### src/rtl/rpn_stack_core_if.sv
// Command/status bundle between the calculator front end and the RPN stack core.
// The front end drives the action pulses and operand; the core returns stack view and flags.
interface rpn_stack_core_if #(
  parameter int WIDTH = 8,
  parameter int DEPTH = 4
);
  localparam int CW = $clog2(DEPTH + 1);

  logic             enter_pulso;
  logic             exec_pulso;
  logic             clear_pulso;
  logic [WIDTH-1:0] data_in;
  logic [2:0]       sel_op;
  logic [WIDTH-1:0] tos;
  logic [CW-1:0]    depth;
  logic             busy;
  logic             result_valid;
  logic             carry;
  logic             zero;
  logic             error;

  modport master (
    output enter_pulso, exec_pulso, clear_pulso, data_in, sel_op,
    input  tos, depth, busy, result_valid, carry, zero, error
  );

  modport slave (
    input  enter_pulso, exec_pulso, clear_pulso, data_in, sel_op,
    output tos, depth, busy, result_valid, carry, zero, error
  );
endinterface

### src/rtl/rpn_stack_core.sv
// RPN calculator core: DEPTH x WIDTH operand stack, ALU and IDLE/EXEC/WRITE/ERR sequencer.
// An exec result lands on the stack on the EXEC->WRITE edge, so it is visible during WRITE.
module rpn_stack_core #(
  parameter int WIDTH = 8,
  parameter int DEPTH = 4
) (
  input  logic             clk,
  input  logic             reset_n,
  rpn_stack_core_if.slave  bus
);
  localparam int CW = $clog2(DEPTH + 1);
  localparam int IW = $clog2(DEPTH);

  typedef enum logic [1:0] {IDLE, EXEC, WRITE, ERR} state_t;

  state_t           state, state_nx;
  logic [WIDTH-1:0] stk [DEPTH];
  logic [CW-1:0]    cnt;
  logic [2:0]       op_q;
  logic             carry_q, zero_q, err_q;

  logic [IW-1:0]    top_idx, sec_idx, push_idx;
  logic [WIDTH-1:0] opa, opb, alu_r;
  logic             alu_c;
  logic             full, underflow, unary_q;

  assign top_idx   = IW'(cnt - 1'b1);
  assign sec_idx   = IW'(cnt - 2'd2);
  assign push_idx  = IW'(cnt);
  assign opa       = stk[sec_idx];
  assign opb       = stk[top_idx];
  assign full      = (cnt == CW'(DEPTH));
  assign underflow = (bus.sel_op >= 3'd5) ? (cnt == '0) : (cnt < CW'(2));
  assign unary_q   = (op_q >= 3'd5);

  // The stack cannot change while busy, so operands are read live during EXEC.
  always_comb begin
    alu_r = '0;
    alu_c = 1'b0;
    case (op_q)
      3'd0: {alu_c, alu_r} = {1'b0, opa} + {1'b0, opb};
      3'd1: begin alu_r = opa - opb; alu_c = (opa < opb); end
      3'd2: alu_r = opa & opb;
      3'd3: alu_r = opa | opb;
      3'd4: alu_r = opa ^ opb;
      3'd5: alu_r = ~opb;
      3'd6: begin alu_r = {opb[WIDTH-2:0], 1'b0}; alu_c = opb[WIDTH-1]; end
      default: begin alu_r = {1'b0, opb[WIDTH-1:1]}; alu_c = opb[0]; end
    endcase
  end

  always_ff @(posedge clk or negedge reset_n) begin
    if (!reset_n) state <= IDLE;
    else          state <= state_nx;
  end

  always_comb begin
    state_nx = state;
    case (state)
      IDLE: begin
        if (bus.enter_pulso) begin
          if (full) state_nx = ERR;
        end else if (bus.exec_pulso) begin
          state_nx = underflow ? ERR : EXEC;
        end
      end
      EXEC:    state_nx = WRITE;
      WRITE:   state_nx = IDLE;
      ERR:     state_nx = ERR;
      default: state_nx = IDLE;
    endcase
    if (bus.clear_pulso) state_nx = IDLE;
  end

  always_ff @(posedge clk or negedge reset_n) begin
    if (!reset_n) begin
      for (int i = 0; i < DEPTH; i++) stk[i] <= '0;
      cnt     <= '0;
      op_q    <= '0;
      carry_q <= 1'b0;
      zero_q  <= 1'b0;
      err_q   <= 1'b0;
    end else if (bus.clear_pulso) begin
      cnt   <= '0;
      err_q <= 1'b0;
    end else begin
      case (state)
        IDLE: begin
          if (bus.enter_pulso) begin
            if (full) err_q <= 1'b1;
            else begin
              stk[push_idx] <= bus.data_in;
              cnt           <= cnt + 1'b1;
            end
          end else if (bus.exec_pulso) begin
            if (underflow) err_q <= 1'b1;
            else           op_q  <= bus.sel_op;
          end
        end
        EXEC: begin
          if (unary_q) stk[top_idx] <= alu_r;
          else begin
            stk[sec_idx] <= alu_r;
            cnt          <= cnt - 1'b1;
          end
          carry_q <= alu_c;
          zero_q  <= (alu_r == '0);
        end
        default: ;
      endcase
    end
  end

  assign bus.tos          = (cnt == '0) ? '0 : stk[top_idx];
  assign bus.depth        = cnt;
  assign bus.busy         = (state == EXEC) || (state == WRITE);
  assign bus.result_valid = (state == WRITE);
  assign bus.carry        = carry_q;
  assign bus.zero         = zero_q;
  assign bus.error        = err_q;
endmodule

### src/flat_wrapper.sv
// flat-port wrapper written by rule: the top's interface ports become plain ports
module rpn_stack_core_flat 
#(
  parameter int WIDTH = 8,
  parameter int DEPTH = 4
)
  (clk, reset_n, bus_enter_pulso, bus_exec_pulso, bus_clear_pulso, bus_data_in, bus_sel_op, bus_tos, bus_depth, bus_busy, bus_result_valid, bus_carry, bus_zero, bus_error);
  rpn_stack_core_if #(.WIDTH(WIDTH), .DEPTH(DEPTH)) bus_i ();
  input  logic clk;
  input  logic reset_n;
  input wire logic [$bits(bus_i.enter_pulso)-1:0] bus_enter_pulso;
  input wire logic [$bits(bus_i.exec_pulso)-1:0] bus_exec_pulso;
  input wire logic [$bits(bus_i.clear_pulso)-1:0] bus_clear_pulso;
  input wire logic [$bits(bus_i.data_in)-1:0] bus_data_in;
  input wire logic [$bits(bus_i.sel_op)-1:0] bus_sel_op;
  output wire logic [$bits(bus_i.tos)-1:0] bus_tos;
  output wire logic [$bits(bus_i.depth)-1:0] bus_depth;
  output wire logic [$bits(bus_i.busy)-1:0] bus_busy;
  output wire logic [$bits(bus_i.result_valid)-1:0] bus_result_valid;
  output wire logic [$bits(bus_i.carry)-1:0] bus_carry;
  output wire logic [$bits(bus_i.zero)-1:0] bus_zero;
  output wire logic [$bits(bus_i.error)-1:0] bus_error;
  assign bus_i.enter_pulso = bus_enter_pulso;
  assign bus_i.exec_pulso = bus_exec_pulso;
  assign bus_i.clear_pulso = bus_clear_pulso;
  assign bus_i.data_in = bus_data_in;
  assign bus_i.sel_op = bus_sel_op;
  assign bus_tos = bus_i.tos;
  assign bus_depth = bus_i.depth;
  assign bus_busy = bus_i.busy;
  assign bus_result_valid = bus_i.result_valid;
  assign bus_carry = bus_i.carry;
  assign bus_zero = bus_i.zero;
  assign bus_error = bus_i.error;
  rpn_stack_core #(.WIDTH(WIDTH), .DEPTH(DEPTH)) u_core (.clk(clk), .reset_n(reset_n), .bus(bus_i));
endmodule
### config.mk
export PLATFORM = sky130hd
export DESIGN_NAME = rpn_stack_core_flat
export DESIGN_NICKNAME = d
export VERILOG_FILES = /design/src/rtl/rpn_stack_core_if.sv /design/src/rtl/rpn_stack_core.sv /design/src/flat_wrapper.sv
export SDC_FILE = /design/constraint.sdc
export NUM_CORES = 1
export LEC_CHECK = 0
export CAP_MARGIN = 0
export CORE_UTILIZATION = 48
export DETAILED_ROUTE_END_ITERATION = 12
export PLACE_DENSITY = 0.68
export SLEW_MARGIN = 30
export SYNTH_ARGS = -nofsm -noshare
export SYNTH_HDL_FRONTEND = slang
export SYNTH_SLANG_ARGS = --single-unit
export TNS_END_PERCENT = 20
### constraint.sdc
create_clock -name clk -period 5.5 [get_ports clk]
set_clock_uncertainty 0.1 [all_clocks]
set_input_delay 1.1 -clock clk [delete_from_list [all_inputs] [get_ports clk]]
set_output_delay 1.1 -clock clk [all_outputs]
set_load 0.005 [all_outputs]
==> flow_metrics.py, run 1 <==
metrics = {
    "cts": {
        "postCtsSetupRepairBufs": 0,
        "cts_root_buf": "clkbuf_8",
        "clk_latency_ns": 0.31,
        "clkSinkCount": 43,
        "cts_buffer_depth": 2,
        "clk_pin_slew_ns": 0.09,
        "cts_hold_buf": 0,
        "ctsHtreeMaxLevel": 2,
        "cts_tree": "yes",
        "numCtsBuffers": 5,
        "cts_resized": 0,
    },
    "global_route": {
        "grt_antenna_before_repair": 0,
        "grt_start_max_net_pins": 44,
        "grt_pass1_vias": 3531,
        "grt.total_usage_pct": 27.82,
        "overflow": 0,
        "grt_pass1_wl_mm": 18.45,
    },
    "sta": {
        "tightest_slew_ns": 0.8292,
        "tns_ns": 0,
        "timing.final.crit_period_ns": 4.440,
        "hold_ws_ns": 0.3970,
        "post-route-period-util_pct": 80.73,
        "max_clock_freq_ghz": 0.2252,
        "setup_viol": 0,
        "rsz0062_at_grt": "false",
        "drv_slew": 0,
        "hold_viol": 0,
        "slew-limit-headroom_pct": 44.61,
    },
    "yosys": {
        "yosysTopAreaCell": "dfrtp_1",
        "synthDistinctLibCells": 61,
        "ys_seq_area_share_pct": 27.24,
        "synth_seq_cells": 43,
        "synthTopCellsByArea": "dfrtp_1 27%, ha_1 11%, mux4_2 6.8%",
        "synth_flop_cell": "dfrtp_1",
        "netlist.area_leader.share_pct": 27.24,
        "syn_area_um2": 3950,
        "async_reset_ff_share_pct": 100.0,
        "synth-edff-count": 0,
        "syn_avg_cell_area_um2": 8.662,
        "synth_cells": 456,
        "yosys_warnings": 0,
        "syn_nets": 508,
    },
    "finish": {
        "stdcell_count": 577,
        "antennaDiodeCount": 0,
        "drive_above_1_share_pct": 8.211,
        "fill_cells": 754,
        "areaGrowthSynthToFinish_pct": 11.50,
        "nNetsFinal": 526,
    },
    "worst_setup_path": {
        "slowest_delay_ns": 0.60,
        "crit_slowest_cell": "ha_1",
        "crit_chain": "buf_4, inv_1, ha_1, mux4_2, ha_1, fa_1, mux2_2, a221o_1, a32oi_4, nor3b_2, or4b_1, o41ai_2",
        "path_delay_family": "adder cells",
        "worst-path-buf-inv": 2,
        "cp.arrival_ns": 4.54,
        "cp_max_fo": 14,
        "path_common_cell": "ha_1",
        "cp-start-kind": "register",
        "crit_type": "reg -> reg",
        "end_kind": "register",
        "cp.required_ns": 5.60,
    },
    "hold_path": {
        "hold_path.class": "reg -> reg",
    },
    "detailed_routing": {
        "vias": 3710,
        "drt_wl_total_mm": 11.17,
        "drc_errors": 0,
        "drt-initial-drc-count": 205,
        "antenna_left": 0,
        "dr.pass1.iters": 5,
        "wl_per_cell_um": 19.36,
        "via_per_inst": 6.430,
    },
    "status": {
        "outcome": "complete, no violations",
    },
    "floorplanning": {
        "row_count": 32,
        "core_um2": 7848,
        "fp.dieH_um": 92.72,
        "io_pins": 32,
        "die_x_um": 92.72,
        "start_util_pct": 50.33,
        "dieArea_um2": 8596,
    },
    "place": {
        "place_hpwl_mm": 8.118,
        "gp_congestion": 0.9670,
        "dpl.cell_count": 569,
        "portBuffers": 31,
    },
    "run": {
        "max_cap_viol_count": 0,
    },
}
[per-stage QoR]
stage / util [%] / area, um^2 / setup slack (ns)
after global routing: 56.12 / 4404 / 0.8858
after detailed placement: 54.99 / 4315 / 1.076
after CTS: 56.12 / 4404 / 1.046
after global placement: 54.96 / 4313 / 1.208
final: 56.12 / 4404 / 1.060
after floorplan: - / 3950 / 0.8643
[flip-flops by register name (all words and copies together) (netlist names)]
register / flops
u_core.bus.zero: 1
u_core.stk: 32
u_core.bus.carry: 1
u_core.bus.depth: 3
u_core.state: 2
u_core.op_q: 3
u_core.bus.error: 1
[routing by layer]
layer	global-route usage, %	wire length [um]	part of all wire [%]	vias up
met3	3.530	779	7.0	23
met1	39.38	4887	44	1790
li1	-	-	-	1721
met5	0	0	0	-
met4	10.13	239	2.1	0
met2	43.64	5264	47	176
[worst paths after layout]
check                                    start             endpoint  slack, ns  cells past startpoint
max                        u_core.bus.depth[1]      u_core.bus.zero       1.06                     12
min                           u_core.bus.error     u_core.bus.error       0.40                      2
max reg2reg                u_core.bus.depth[1]      u_core.bus.zero       1.06                     12
min reg2reg                   u_core.bus.error     u_core.bus.error       0.40                      2
max in group asynchronous              reset_n       u_core.stk[12]       4.24                      1
min in group asynchronous              reset_n  u_core.bus.depth[2]       0.67                      1
[cells in the final DEF, fill, tap and decap left out, types with 3 or more instances in the layout]
cell type / n
a211oi_1: 6
a21oi_1: 23
a221oi_1: 3
a22oi_1: 26
a31oi_1: 3
a32oi_1: 3
buf_4: 6
clkbuf_8: 5
clkdlybuf4s50_1: 30
dfrtp_1: 43
ha_1: 34
inv_1: 32
mux2_2: 5
mux2i_1: 9
mux4_1: 3
mux4_2: 12
nand2_1: 43
nand2b_1: 6
nand3_1: 10
nor2_1: 38
nor2b_1: 13
nor3_1: 8
o21ai_0: 51
o21ai_1: 4
o221ai_1: 4
o22ai_1: 3
xnor2_1: 4
[logic make-up (layout without fill, tap and decap cells)]
kind of cell | count (synthesis) | after routing | share of synthesized area [%]
xor gates and xnor gates | 5 | 5 | 1.109
and+or+nand+nor | 131 | 131 | 15.46
muxes | 29 | 29 | 12.54
buffers and inverters | 57 | 76 | 5.765
adders and majority gates | 36 | 36 | 11.78
DFF | 43 | 43 | 27.24
AOI/OAI and AO/OA | 155 | 155 | 26.10
[worst register-to-register path, stage by stage, from the launching register on]
cell and delay (ns):
dfrtp_1 0.33, buf_4 0.22, inv_1 0.09, ha_1 0.60, mux4_2 0.45, ha_1 0.28
fa_1 0.43, mux2_2 0.27, a221o_1 0.39, a32oi_4 0.31, nor3b_2 0.20, or4b_1 0.46
o41ai_2 0.21
[final cells by class]
type / count / area, um^2 / area share [%]
Multi-Input combinational cell: 356 / 2646 / 60.09
Clock buffer: 5 / 68.82 / 1.563
Inverter: 32 / 120.1 / 2.727
Clock inverter: 3 / 20.02 / 0.4545
Tap cell: 102 / 127.6 / 2.898
Timing Repair Buffer: 36 / 345.3 / 7.841
Sequential cell: 43 / 1076 / 24.43
[synthesized netlist by cell type (all sizes together) (3+ instances only)]
cell / count
clkbuf: 12
or2: 3
nor3: 8
dfrtp: 43
buf: 13
nand2b: 6
xnor2: 4
a32oi: 4
a21oi: 23
a221oi: 3
ha: 34
nand3: 10
o22ai: 3
nor2b: 13
a211oi: 6
inv: 32
o21ai: 55
a31oi: 3
a22oi: 26
nor2: 38
mux4: 15
nand2: 43
mux2i: 9
o221ai: 4
mux2: 5
Power of run 1 is left out: the tool's default activity adds up to more than one toggle a clock period on the data nets, which glitch-free logic cannot reach.
==> inputs of run 2 (changes only) <==
==> constraint.sdc (replaced) <==
create_clock -name clk -period 4.2 [get_ports clk]
set_clock_uncertainty 0.1 [all_clocks]
set_input_delay 0.84 -clock clk [delete_from_list [all_inputs] [get_ports clk]]
set_output_delay 0.84 -clock clk [all_outputs]
set_load 0.005 [all_outputs]
==> flow_metrics.py, run 2 (synthesis results as in run 1) <==
metrics = {
    "finish": {
        "areaGrowthSynthToFinish_pct": 13.34,
        "final_common_cell": "o21ai_0",
        "largest_reg_flops": 32,
        "antennaDiodeCount": 0,
        "fin_area_um2": 4477,
        "nNetsFinal": 532,
        "layout_common_cells": "51 x o21ai_0, 43 x nand2_1, 43 x dfrtp_1",
        "drive_above_1_share_pct": 9.167,
        "regMostFlops": "u_core.stk",
    },
    "sta": {
        "slew-limit-headroom_pct": 49.31,
        "timing.final.crit_period_ns": 3.873,
        "setup_viol": 0,
        "hold_viol": 0,
        "tightest_slew_ns": 0.7523,
        "drv_slew": 0,
        "rsz0062_at_grt": "false",
        "max_clock_freq_ghz": 0.2582,
        "tns_ns": 0,
        "post-route-period-util_pct": 92.21,
    },
    "status": {
        "outcome": "complete, no violations",
    },
    "detailed_routing": {
        "vias": 3591,
        "antenna_left": 0,
        "drc_errors": 0,
        "drt_wl_total_mm": 10.72,
        "wl_per_cell_um": 18.43,
        "via_per_inst": 6.170,
        "dr.pass1.iters": 5,
        "drt-initial-drc-count": 191,
    },
    "hold_path": {
        "hold_path.class": "in -> async",
    },
    "cts": {
        "cts_hold_buf": 0,
        "cts_resized": 0,
        "ctsHtreeMaxLevel": 2,
        "cts_root_buf": "clkbuf_8",
        "clk_pin_slew_ns": 0.09,
        "clkSinkCount": 43,
        "clk_latency_ns": 0.31,
        "numCtsBuffers": 5,
        "cts_buffer_depth": 2,
        "postCtsSetupRepairBufs": 0,
        "cts_tree": "yes",
    },
    "worst_setup_path": {
        "crit_chain": "buf_4, mux4_2, ha_1, fa_1, mux2_2, a221o_1, a32oi_4, nor3b_2, or4b_1, o41ai_2",
        "path_depth": 10,
        "path_delay_family": "compound AO/OA/AOI/OAI gates",
        "crit_slowest_cell": "mux4_2",
        "cp-start-kind": "register",
        "worst-path-buf-inv": 1,
        "cp_max_fo": 9,
        "crit_type": "reg -> reg",
        "cp.arrival_ns": 3.98,
        "slowest_delay_ns": 0.58,
        "end_kind": "register",
        "reg2regPathDepth": 10,
        "cp.required_ns": 4.31,
    },
    "place": {
        "place_hpwl_mm": 8.305,
        "placed_area_um2": 4370,
        "gp_congestion": 0.9507,
        "portBuffers": 31,
    },
    "run": {
        "max_cap_viol_count": 0,
    },
    "floorplanning": {
        "core_um2": 7848,
        "die_x_um": 92.72,
        "row_count": 32,
        "io_pins": 32,
        "dieArea_um2": 8596,
        "fp.dieH_um": 92.72,
        "start_util_pct": 50.33,
    },
    "global_route": {
        "grt_pass1_vias": 3416,
        "overflow": 0,
        "grt_antenna_before_repair": 0,
        "grt_pass1_wl_mm": 17.71,
        "grt.total_usage_pct": 26.57,
        "grt_start_max_net_pins": 29,
    },
}
-- run 2: cell count changes in the layout (fill, tap and decap cells not counted) --
cell,delta
buf_12,+1
buf_2,+1
buf_4,+4
bufinv_16,+1
clkinv_2,-1
clkinvlp_4,-1
-- run 2: cell type report --
cell class	count	area (um^2)
sequential	43	1076
inverter	32	120.1
tap	102	127.6
clock inverter	2	37.54
timing repair buffer	42	400.4
clock buffer	5	68.82
fill	745	3371
multi-input combinational	356	2646
-- run 2: final timing paths --
kind                                     startpoint          endpoint  slack, ns
max in group asynchronous                   reset_n     u_core.stk[3]       3.17
worst max-delay path            u_core.bus.depth[0]   u_core.bus.zero       0.33
min in group clk                   u_core.bus.carry  u_core.bus.carry       0.39
worst min register to register     u_core.bus.carry  u_core.bus.carry       0.39
worst max register to register  u_core.bus.depth[0]   u_core.bus.zero       0.33
worst min-delay path                        reset_n    u_core.stk[17]       0.34
-- run 2: per-stage QoR --
stage          setup slack (ns)  utilization [%]  instances  hold WS, ns
2_1_floorplan           0.02663                -        456       0.3583
3_3_place_gp             0.4316            55.44        574       0.3779
3_5_place_dp             0.3483            55.69        575       0.3742
4_1_cts                  0.3278            57.05        582       0.3522
5_1_grt                  0.1602            57.05        582       0.3677
6_report                 0.3270            57.05        582       0.3425
-- run 2: layer usage --
metal / global-route usage [%] / wire (um) / vias to the layer above
met3: 3.284 / 463 / 20
li1: - / - / 1731
met5: 0 / 0 / -
met4: 6.410 / 184 / 0
met1: 39.64 / 5266 / 1736
met2: 40.99 / 4810 / 104
Power of run 2 is left out for the same reason.
